`config.mk`:
```
export PLATFORM = sky130hd
export DESIGN_NAME = pipeline_control
export DESIGN_NICKNAME = d
export VERILOG_FILES = /design/src/rtl/pipeline_control.sv
export SDC_FILE = /design/constraint.sdc
export NUM_CORES = 1
export LEC_CHECK = 0
export CAP_MARGIN = 20
export CORE_MARGIN = 4
export CORE_UTILIZATION = 45
export DETAILED_ROUTE_END_ITERATION = 16
export PLACE_DENSITY = 0.76
export SLEW_MARGIN = 25
export SYNTH_ARGS = -nofsm -noshare
export SYNTH_HDL_FRONTEND = slang
export SYNTH_SLANG_ARGS = --single-unit
```
`constraint.sdc`:
```
create_clock -name i_clock -period 3.67 [get_ports i_clock]
set_input_delay 1.101 -clock i_clock [delete_from_list [all_inputs] [get_ports i_clock]]
set_output_delay 1.101 -clock i_clock [all_outputs]
set_load 0.005 [all_outputs]
```
`src/rtl/pipeline_control.sv`:
```
// Stall/flush sequencer for the 5-stage pipeline: turns hazard, redirect, HALT and
// debug run/step requests into per-stage latch enables, bubbles and perf counters.
module pipeline_control #(
  parameter int NB_COUNT = 32,
  parameter int N_DRAIN  = 4,
  parameter int NB_DRAIN = 3
) (
  input  logic                i_clock,
  input  logic                i_reset,
  input  logic                i_hazard,
  input  logic                i_branch_taken,
  input  logic                i_halt_instr,
  input  logic                i_debug_mode,
  input  logic                i_step,
  output logic                o_pc_en,
  output logic                o_if_id_en,
  output logic                o_if_id_flush,
  output logic                o_id_ex_flush,
  output logic                o_back_en,
  output logic                o_halted,
  output logic                o_step_done,
  output logic [NB_COUNT-1:0] o_cycle_count,
  output logic [NB_COUNT-1:0] o_stall_count,
  output logic [2:0]          o_state
);

  typedef enum logic [2:0] {
    ST_RUN    = 3'd0,
    ST_PAUSE  = 3'd1,
    ST_STEP   = 3'd2,
    ST_DRAIN  = 3'd3,
    ST_HALTED = 3'd4
  } state_t;

  state_t              state, next_state;
  logic [NB_DRAIN-1:0] drain_cnt, drain_next;
  logic                pc_en, if_id_en, if_id_flush, id_ex_flush, back_en, stall;

  always_ff @(posedge i_clock or negedge i_reset) begin
    if (!i_reset) begin
      state         <= ST_RUN;
      drain_cnt     <= '0;
      o_step_done   <= 1'b0;
      o_cycle_count <= '0;
      o_stall_count <= '0;
    end else begin
      state       <= next_state;
      drain_cnt   <= drain_next;
      o_step_done <= (state == ST_STEP);
      if (back_en && (o_cycle_count != '1))
        o_cycle_count <= o_cycle_count + NB_COUNT'(1);
      if (stall && (o_stall_count != '1))
        o_stall_count <= o_stall_count + NB_COUNT'(1);
    end
  end

  always_comb begin
    next_state  = state;
    drain_next  = drain_cnt;
    pc_en       = 1'b0;
    if_id_en    = 1'b0;
    if_id_flush = 1'b0;
    id_ex_flush = 1'b0;
    back_en     = 1'b0;
    stall       = 1'b0;
    case (state)
      ST_RUN, ST_STEP: begin
        back_en = 1'b1;
        if (i_halt_instr) begin
          // HALT itself flows on into ID/EX; only the fetch behind it is squashed.
          if_id_flush = 1'b1;
          next_state  = ST_DRAIN;
          drain_next  = NB_DRAIN'(N_DRAIN - 1);
        end else begin
          if (i_hazard) begin
            // Branch operands are not ready yet, so a concurrent redirect is ignored.
            id_ex_flush = 1'b1;
            stall       = 1'b1;
          end else begin
            pc_en       = 1'b1;
            if_id_en    = 1'b1;
            if_id_flush = i_branch_taken;
          end
          if ((state == ST_STEP) || i_debug_mode)
            next_state = ST_PAUSE;
        end
      end
      ST_PAUSE: begin
        if (i_step)
          next_state = ST_STEP;
        else if (!i_debug_mode)
          next_state = ST_RUN;
      end
      ST_DRAIN: begin
        back_en     = 1'b1;
        if_id_flush = 1'b1;
        if (drain_cnt == '0)
          next_state = ST_HALTED;
        else
          drain_next = drain_cnt - NB_DRAIN'(1);
      end
      ST_HALTED: ;
      default: next_state = ST_RUN;
    endcase
  end

  // Outputs are forced quiet while reset is held, independent of the clock.
  assign o_pc_en       = pc_en & i_reset;
  assign o_if_id_en    = if_id_en & i_reset;
  assign o_if_id_flush = if_id_flush & i_reset;
  assign o_id_ex_flush = id_ex_flush & i_reset;
  assign o_back_en     = back_en & i_reset;
  assign o_halted      = (state == ST_HALTED) & i_reset;
  assign o_state       = state;

endmodule

```
# After elaboration in Yosys (flattened, before gate mapping)
# Index checks and enable logic that the tools add are counted.
# W data, S select, Z words.
# op_classes
n_shift	0
div	0
reduce_logical	10
order_cmp	0
multipliers	0
n_addsub	3
n_eq_ne	11
n_mux	19
n_bitwise	6
# ops
op	n
$add A32 B1 Y32 const B	2
$ne A32 B32 Y1 const B	2
$mux W3	7
$pmux W3 S4	1
$mux W1	9
$eq A3 B2 Y1 const B	2
$logic_not A3 Y1	2
$ne A2 B2 Y1 const B	3
$ne A3 B3 Y1 const B	2
$pmux W3 S2	1
$and A1 B1 Y1	5
$reduce_and A4 Y1	1
$eq A3 B1 Y1 const B	1
$eq A3 B3 Y1 const B	1
$reduce_and A3 Y1	1
$reduce_or A3 Y1	1
$sub A3 B1 Y3 const B	1
$logic_and A1 B1 Y1	2
$pmux W1 S2	1
$reduce_bool A2 Y1	1
$reduce_or A2 Y1	1
$logic_or A1 B1 Y1	1
$not A1 Y1	1
# totals
mem_bits_ro	0
latchBits	0
input_bits	7
ram_bits	0
reg_bits	71
n_memories	0
output_inout_bits	74
elab_cells	54

# Depth between registers and ports, before layout
# Gate-level depths: netlist of the first run.
# depth
ltp_word	5
mapped_depth	7
depth_no_buf	6

# Worst setup path after synthesis of the first run
# No wires, ideal clock.
# synth_path
path_kind	input to output
start	in i_halt_instr
end	out o_id_ex_flush
arrival_time_ns	1.783
stages	3
path_buffers	1
required_time_ns	2.569
slack_ns	0.786
path_cell_list	buf_2 -> nor4b_1 -> and2_1
# synth_between
elab_chain_len	3
# synth_lines
element	line	text
start: declaration	12	input logic i_halt_instr,
$mux W1	69	if (i_halt_instr) begin
$mux W1	66	case (state)
$and A1 B1 Y1	111	assign o_id_ex_flush = id_ex_flush & i_reset;
end: declaration	18	output logic o_id_ex_flush,
# No other way between the ends.

# Worst setup path after layout of the first run
# layout_path
start	in i_hazard
end	out o_if_id_en
# layout_between
elab_chain_len	4
# layout_lines
element	line	text
start: declaration	10	input logic i_hazard,
$mux W1	75	if (i_hazard) begin
$mux W1	69	
$mux W1	66	
$and A1 B1 Y1	109	assign o_if_id_en = if_id_en & i_reset;
end: declaration	16	output logic o_if_id_en,
# No other way between the ends.

==> impl_metrics.env, run 1 <==
export IMPL_n_antenna_cell=0
export IMPL_drive_above_1_share_pct=9.66
export IMPL_cts_buffers=9
export IMPL_tns_ns=0
export IMPL_fin_skew_ns=0.00841
export IMPL_crit_path_max_fanout=3
export IMPL_comb_power_share_pct=23.2
export IMPL_ant_nets=0
export IMPL_status="complete, no violations"
export IMPL_async_reset_ff_share_pct=100
export IMPL_wl_per_cell_um=15.5
export IMPL_die_w_um=97.6
export IMPL_grt_pass1_wl_um=13900
export IMPL_r2r_start="o_stall_count[0]"
export IMPL_p_clk_share_pct=34.0
export IMPL_area_growth_pct=33.7
export IMPL_totalWireLength_um=8310
export IMPL_htree_levels=3
export IMPL_final_nets=441
export IMPL_clk_latency_ns=0.34
export IMPL_synth_nets=351
export IMPL_synth_top_cell_area_share_pct=49.2
export IMPL_via_per_inst=5.41
export IMPL_synth_cells=340
export IMPL_min_path_type="reg -> reg"
export IMPL_ys_flop_type="dfrtp_1"
export IMPL_port_buffers=80
export IMPL_drt_iter0_markers=114
export IMPL_hold_buffers=0
export IMPL_synth_seq_area_share_pct=49.2
export IMPL_critPathCaptureType="output port"
export IMPL_synth_edff_count=0
export IMPL_startpoint="i_hazard"
export IMPL_rsz0062_at_grt="false"
export IMPL_dieArea_sq_um=9520
export IMPL_switching_share_pct=28.1
export IMPL_dr_pass1_iters=5
export IMPL_multi_input_area_sq_um=1760
export IMPL_p_leak_nw=2.12
export IMPL_ys_top_cells_by_count="dfrtp_1 (71), xor2_1 (33), nand2_1 (31), xnor2_1 (27), nor2_1 (22)"
export IMPL_dp_hpwl_um=6150
export IMPL_worst_setup_path_type="in -> out"
export IMPL_overflow=0
export IMPL_cts_root_buf="clkbuf_8"
export IMPL_seqCellArea_sq_um=1780
export IMPL_ctsResizeCount=1
export IMPL_syn_mean_instance_area_sq_um=10.6
export IMPL_min_period_ns=3.55
export IMPL_vdd_drop_max_v=0.000265
export IMPL_grt_pass1_vias=2839
export IMPL_grt_max_degree=55
export IMPL_fmaxAchievable_mhz=281
export IMPL_fp_coreArea_sq_um=7770
export IMPL_report_final_slew_viol_count=0
export IMPL_initial_core_util_pct=46.5
export IMPL_drc=0
export IMPL_p_sw_uw=673
export IMPL_fp_dieH_um=97.6
export IMPL_netlist_cell_type_count=44
export IMPL_antenna_found_initial=0
export IMPL_yosysWarnings=0
export IMPL_cts_setup_buffers=0
export IMPL_synth_area_leader_cell="dfrtp_1"
export IMPL_vias=2904
export IMPL_start_kind="input port"
export IMPL_hold_violations=0
export IMPL_critPathArrivalTime_ns=2.45
export IMPL_synth_seq_cells=71
export IMPL_rows=32
export IMPL_max_cap_viol_count=0
export IMPL_cts_tree="yes"
export IMPL_fin_area_sq_um=4830
export IMPL_synth_most_common_cell="dfrtp_1"
export IMPL_period_share_pct=96.8
export IMPL_cts_sinks=71
export IMPL_power_frac_seq_pct=42.8
export IMPL_p_per_area_nw_per_um2=497
export IMPL_fill_cells=664
export IMPL_ctsLongestPathBuffers=2
export IMPL_placed_area_sq_um=4550
export IMPL_r2r_cells=6
export IMPL_synth_area_leaders="dfrtp_1 (49%), xor2_1 (8.0%), xnor2_1 (6.5%), nand2_1 (3.2%), nand4_1 (3.1%)"
export IMPL_p_int_mw=1.73
export IMPL_holdPathStages=1
export IMPL_slew_headroom_pct=46.7
export IMPL_gp_congestion=0.894
export IMPL_cp_required_ns=2.57
export IMPL_io_pins=81
export IMPL_track_usage_pct=17.8
export IMPL_worstHoldStart="drain_cnt[0]"
export IMPL_tightest_slew_ns=0.789
export IMPL_finalSetupViolCount=0
export IMPL_syn_cell_area_sq_um=3610
export IMPL_clkSlewWorstSetupHoldPaths_ns=0.08
==> per-layer routing <==
layer | wire (um) | up-vias | track usage, %
li1 | - | 1389 | -
met1 | 3740 | 1431 | 23.1
met2 | 4030 | 79 | 29.5
met3 | 486 | 5 | 4.74
met4 | 58 | 0 | 4.79
met5 | 0 | - | 0
==> worst paths after layout <==
| kind | to | slack [ns] |
|---|---|---|
| max | o_if_id_en | 0.12 |
| min reg2reg | drain_cnt[0] | 0.48 |
| min | drain_cnt[0] | 0.48 |
| min in group asynchronous | o_step_done | 0.59 |
| max reg2reg | o_stall_count[1] | 1.22 |
| max in group asynchronous | o_stall_count[12] | 2.19 |
==> flip-flops by register name, summed over array words and instances, names as in the netlist <==
| register | flops |
|---|---|
| o_cycle_count | 32 |
| o_stall_count | 32 |
| drain_cnt | 3 |
| o_state | 3 |
| o_step_done | 1 |
==> placed cells by master, fill, tap and decap left out, types with 3 or more instances in the layout <==
| cell | n |
|---|---|
| dfrtp_1 | 71 |
| nor4b_1 | 3 |
| buf_4 | 8 |
| or3_1 | 3 |
| a21oi_1 | 4 |
| nand4_1 | 18 |
| clkbuf_8 | 9 |
| ha_1 | 4 |
| nor4_2 | 3 |
| nor3b_1 | 5 |
| xnor2_1 | 27 |
| clkdlybuf4s50_1 | 77 |
| and4_1 | 8 |
| nor4_1 | 9 |
| nor2_1 | 22 |
| nor3_1 | 14 |
| xor2_1 | 33 |
| bufinv_16 | 4 |
| and3_1 | 7 |
| nand4b_1 | 3 |
| nand3_1 | 21 |
| nand2_1 | 31 |
| and2_1 | 4 |
| nor2b_1 | 3 |
| inv_1 | 11 |
| mux2_2 | 3 |
==> stage by stage <==
step                hold slack (ns)  utilization, %  instances  power, mW  setup WS [ns]
global route                  0.495            62.2        537       2.53         0.0747
floorplan                     0.444               -        340       1.29          0.786
finish                        0.481            62.2        537       2.40          0.117
detailed placement            0.471            58.6        521       1.60        -0.0555
global placement              0.462            58.6        521       1.58        -0.0500
CTS                           0.482            62.0        537       2.42         0.0105
==> power groups by stage <==
stage	registers (mW)	clock network, mW	logic, mW
after global placement	1.03	0	0.547
after CTS	1.02	0.828	0.567
after detailed placement	1.04	0	0.562
after floorplan	1.01	0	0.287
final	1.03	0.816	0.556
after global routing	1.05	0.862	0.623
==> cells by family after synthesis <==
group                      after synthesis  share of synthesized area (%)
buffers and inverters                   20                           2.39
muxes                                    5                           1.49
AOI/OAI and AO/OA                       15                           3.67
and+or+nand+nor                        165                           27.3
xor gates and xnor gates                60                           14.6
adders and majority gates                4                           1.39
DFF                                     71                           49.2
==> worst max-delay path, stage by stage <==
cell	delay [ns]
clkdlybuf4s50_1	0.43
buf_4	0.15
nor2_1	0.07
and3_1	0.18
clkdlybuf4s50_1	0.52
==> layout make-up <==
class | instances | area share [%]
clock buffers | 10 | 2.64
clock inverters | 6 | 2.75
inverters | 11 | 0.855
multi-input cells | 249 | 36.5
flip-flops and latches | 71 | 36.8
well taps | 102 | 2.64
repair buffers | 88 | 17.8
Note: power is estimated with default switching activity, not from simulation.
==> inputs of run 2 (changes only) <==
CORE_MARGIN = 2   (was 4)
SLEW_MARGIN = 10   (was 25)
==> impl_metrics.env, run 2 (same netlist as run 1, synthesis figures left out) <==
export IMPL_drc=0
export IMPL_port_buffers=80
export IMPL_grt_pass1_wl_um=13700
export IMPL_p_per_area_nw_per_um2=479
export IMPL_final_common_cell="clkdlybuf4s50_1"
export IMPL_p_clk_share_pct=30.8
export IMPL_hold_buffers=0
export IMPL_n_antenna_cell=0
export IMPL_min_period_ns=3.60
export IMPL_comb_power_share_pct=24.3
export IMPL_fin_skew_ns=0.00879
export IMPL_report_final_slew_viol_count=0
export IMPL_ctsResizeCount=2
export IMPL_wl_per_cell_um=15.3
export IMPL_dieArea_sq_um=8760
export IMPL_dp_slack_ns=-0.0774
export IMPL_fill_cells=649
export IMPL_clkSlewWorstSetupHoldPaths_ns=0.07
export IMPL_status="complete, no violations"
export IMPL_p_sw_uw=670
export IMPL_area_growth_pct=32.4
export IMPL_final_nets=440
export IMPL_cts_tree="yes"
export IMPL_ant_nets=0
export IMPL_fin_ws_ns=0.0686
export IMPL_die_w_um=93.6
export IMPL_vias=2922
export IMPL_htree_levels=3
export IMPL_drive_above_1_share_pct=9.68
export IMPL_worst_setup_path_type="in -> out"
export IMPL_hold_slack_ns=0.486
export IMPL_grt_pass1_vias=2866
export IMPL_tns_ns=0
export IMPL_totalWireLength_um=8220
export IMPL_power_frac_seq_pct=45.0
export IMPL_overflow=0
export IMPL_ctsLongestPathBuffers=2
export IMPL_rows=32
export IMPL_io_pins=81
export IMPL_fmaxAchievable_mhz=278
export IMPL_drt_iter0_markers=127
export IMPL_via_per_inst=5.45
export IMPL_antenna_found_initial=0
export IMPL_slew_headroom_pct=42.8
export IMPL_cp_required_ns=2.57
export IMPL_cts_sinks=71
export IMPL_critPathCaptureType="output port"
export IMPL_track_usage_pct=19.9
export IMPL_p_total_mw=2.29
export IMPL_cts_setup_buffers=0
export IMPL_dp_hpwl_um=5990
export IMPL_vdd_drop_max_v=0.000330
export IMPL_switching_share_pct=29.3
export IMPL_p_int_mw=1.62
export IMPL_period_share_pct=98.1
export IMPL_p_leak_nw=2.09
export IMPL_dr_pass1_iters=4
export IMPL_min_path_type="reg -> reg"
export IMPL_start_kind="input port"
export IMPL_max_cap_viol_count=0
export IMPL_hold_violations=0
export IMPL_grt_max_degree=62
export IMPL_finalSetupViolCount=0
export IMPL_fp_dieH_um=93.6
export IMPL_tightest_slew_ns=0.847
export IMPL_initial_core_util_pct=46.5
export IMPL_cts_root_buf="clkbuf_8"
export IMPL_crit_path_max_fanout=8
export IMPL_reg_top3="o_cycle_count: 32 flops, o_stall_count: 32 flops"
export IMPL_cts_buffers=9
export IMPL_gp_congestion=0.874
export IMPL_clk_latency_ns=0.34
export IMPL_final_cell_mix="clkdlybuf4s50_1 (77), dfrtp_1 (71), xor2_1 (33), nand2_1 (31), xnor2_1 (27)"
export IMPL_rsz0062_at_grt="false"
export IMPL_critPathArrivalTime_ns=2.50
export IMPL_fp_coreArea_sq_um=7770
-- run 2: per-layer routing --
| metal | global-route usage (%) | up-vias | part of all wire (%) |
|---|---|---|---|
| met5 | 0 | - | 0 |
| met4 | 6.04 | 0 | 1.3 |
| met3 | 6.61 | 11 | 6.0 |
| met2 | 33.2 | 83 | 50 |
| met1 | 24.6 | 1431 | 43 |
| li1 | - | 1397 | - |
-- run 2: path summary, 6_finish.rpt --
check / slack (ns) / cells after the start / startpoint / end
max in group asynchronous: 2.11 / 2 / i_reset / o_cycle_count[31]
min in group asynchronous: 0.80 / 2 / i_reset / drain_cnt[1]
worst max-delay path: 0.07 / 5 / i_halt_instr / o_if_id_en
worst min register to register: 0.49 / 1 / o_cycle_count[19] / o_cycle_count[19]
worst min-delay path: 0.49 / 1 / o_cycle_count[19] / o_cycle_count[19]
worst max register to register: 1.23 / 6 / o_stall_count[0] / o_stall_count[1]
-- run 2: metrics by stage --
| stage | util [%] | cells | cell area (sq um) |
|---|---|---|---|
| finish | 61.5 | 536 | 4780 |
| detailed placement | 58.5 | 520 | 4540 |
| global placement | 58.5 | 520 | 4540 |
| global route | 61.5 | 536 | 4780 |
| floorplan | - | 340 | 3610 |
| CTS | 61.5 | 536 | 4780 |
-- run 2: layout make-up --
| type | instances | area (sq um) | share of cell area [%] |
|---|---|---|---|
| Inverter | 11 | 41.3 | 0.864 |
| Sequential cell | 71 | 1780 | 37.2 |
| Clock inverter | 5 | 80.1 | 1.67 |
| Tap cell | 102 | 128 | 2.67 |
| Multi-Input combinational cell | 249 | 1750 | 36.7 |
| Timing Repair Buffer | 87 | 850 | 17.8 |
| Clock buffer | 11 | 151 | 3.17 |
-- run 2: critical path, cell delays in order --
cell and delay, ns:
clkdlybuf4s50_1 0.44, buf_4 0.18, nor2_1 0.09, and3_1 0.18, clkdlybuf4s50_1 0.50
-- run 2: power by group through the flow --
stage	combinational [mW]	clock (mW)	sequential (mW)
floorplan	0.287	0	1.01
global placement	0.536	0	1.03
detailed placement	0.562	0	1.04
CTS	0.564	0.723	1.03
global route	0.616	0.761	1.05
finish	0.556	0.705	1.03
==> inputs of run 3 (changes only) <==
REMOVE_ABC_BUFFERS = 1   (was default)
==> impl_metrics.env, run 3 (same netlist as run 1, synthesis figures left out) <==
export IMPL_rows=32
export IMPL_vias=2877
export IMPL_fmaxAchievable_mhz=278
export IMPL_gp_congestion=0.860
export IMPL_cts_sinks=71
export IMPL_hold_buffers=0
export IMPL_io_pins=81
export IMPL_cts_tree="yes"
export IMPL_initial_core_util_pct=46.5
export IMPL_drt_iter0_markers=130
export IMPL_totalWireLength_um=7990
export IMPL_period_share_pct=98.2
export IMPL_drive_above_1_share_pct=8.78
export IMPL_cp_required_ns=2.57
export IMPL_cts_root_buf="clkbuf_8"
export IMPL_whs_endpoint="o_cycle_count[19]"
export IMPL_crit_slowest_cell="clkdlybuf4s50_1"
export IMPL_critPathCaptureType="output port"
export IMPL_holdPathStages=1
export IMPL_dr_pass1_iters=4
export IMPL_min_path_type="reg -> reg"
export IMPL_final_cell_mix="clkdlybuf4s50_1 (79), dfrtp_1 (71), xor2_1 (33), nand2_1 (31), xnor2_1 (27)"
export IMPL_grt_max_degree=42
export IMPL_cts_setup_buffers=0
export IMPL_cp_cell_sequence="clkdlybuf4s50_1 -> buf_4 -> nor2_1 -> and3_1 -> clkdlybuf4s50_1"
export IMPL_r2r_cells=6
export IMPL_clk_latency_ns=0.34
export IMPL_dieArea_sq_um=8760
export IMPL_antenna_found_initial=0
export IMPL_htree_levels=3
export IMPL_vdd_drop_max_v=0.000326
export IMPL_worst_path_buf_inv=3
export IMPL_area_growth_pct=30.1
export IMPL_ctsLongestPathBuffers=2
export IMPL_min_period_ns=3.60
export IMPL_port_buffers=80
export IMPL_final_common_cell="clkdlybuf4s50_1"
export IMPL_hold_violations=0
export IMPL_die_w_um=93.6
export IMPL_final_nets=439
export IMPL_drc=0
export IMPL_clkSlewWorstSetupHoldPaths_ns=0.07
export IMPL_tns_ns=0
export IMPL_crit_path_max_fanout=8
export IMPL_fp_dieH_um=93.6
export IMPL_n_antenna_cell=0
export IMPL_slew_headroom_pct=45.6
export IMPL_report_final_slew_viol_count=0
export IMPL_finalSetupViolCount=0
export IMPL_critPathArrivalTime_ns=2.50
export IMPL_reg_top3="o_cycle_count: 32 flops, o_stall_count: 32 flops"
export IMPL_worstHoldStart="o_cycle_count[19]"
export IMPL_fp_coreArea_sq_um=7770
export IMPL_fill_cells=657
export IMPL_ant_nets=0
export IMPL_r2r_slack_ns=1.20
export IMPL_cp_top_family="buffers and inverters"
export IMPL_critPathMaxStageDelay_ns=0.51
export IMPL_fin_skew_ns=0.0119
export IMPL_p_per_area_nw_per_um2=445
export IMPL_grt_pass1_wl_um=13200
export IMPL_overflow=0
export IMPL_crit_top_cell="clkdlybuf4s50_1"
export IMPL_max_cap_viol_count=0
export IMPL_r2r_end="o_stall_count[1]"
export IMPL_p_total_mw=2.09
export IMPL_grt_pass1_vias=2803
export IMPL_worst_setup_path_type="in -> out"
export IMPL_via_per_inst=5.38
export IMPL_status="complete, no violations"
export IMPL_cts_buffers=9
export IMPL_dp_hpwl_um=5850
export IMPL_start_kind="input port"
export IMPL_wl_per_cell_um=14.9
export IMPL_rsz0062_at_grt="false"
export IMPL_p_leak_nw=2.03
export IMPL_track_usage_pct=18.9
export IMPL_tightest_slew_ns=0.805
export IMPL_r2r_start="o_stall_count[0]"
==> run 3: worst register-to-register path, cell delays in order, from the launching register on <==
cell     delay, ns
dfrtp_1       0.41
ha_1          0.18
nand2_1       0.15
or4_4         0.63
nor4_4        0.53
nor2_1        0.15
mux2_2        0.31
==> run 3: routing by layer <==
layer	part of all wire [%]	GRT usage, %	wire [um]
met5	0	0	0
met4	1.4	7.25	110
met3	3.4	2.82	273
met2	48	29.7	3800
met1	48	26.6	3810
==> run 3: final cells by class <==
class                           count  area, sq um  share of cell area, %
Inverter                           11         41.3                  0.879
Tap cell                          102          128                   2.72
Timing Repair Buffer               86          841                   17.9
Clock buffer                       12          135                   2.88
Clock inverter                      4         22.5                  0.479
Multi-Input combinational cell    249         1750                   37.3
Sequential cell                    71         1780                   37.8
==> run 3: worst max-delay path by stage <==
stage	to	startpoint	cells past startpoint
after floorplan	o_id_ex_flush	i_halt_instr	2
after global placement	o_id_ex_flush	i_hazard	4
after detailed placement	o_id_ex_flush	i_hazard	4
after CTS	o_id_ex_flush	i_hazard	4
after global routing	o_if_id_en	i_halt_instr	5
final	o_if_id_en	i_halt_instr	5
==> run 3: where the power goes <==
part           switching, mW  internal, mW  leakage, nW
sequential             0.150         0.884        0.947
clock                  0.278         0.243       0.0801
combinational          0.224         0.314         1.00
total                  0.652          1.44         2.03
==> run 3: what timing repair did <==
item | CTS | global route
hold endpoints to repair | 0 | 0
gates resized for setup | 0 | 1
setup endpoints to repair | 0 | 1
==> run 3: through the flow <==
step | utilization, % | std cells | worst slack, ns | cell area, sq um | hold slack, ns
finish | 60.5 | 535 | 0.0678 | 4700 | 0.486
global route | 60.5 | 535 | 0.00450 | 4700 | 0.501
CTS | 60.4 | 535 | 0.0104 | 4690 | 0.491
detailed placement | 58.4 | 519 | 0.0234 | 4530 | 0.479
global placement | 58.4 | 519 | 0.0403 | 4530 | 0.465
floorplan | - | 331 | 0.939 | 3570 | 0.444
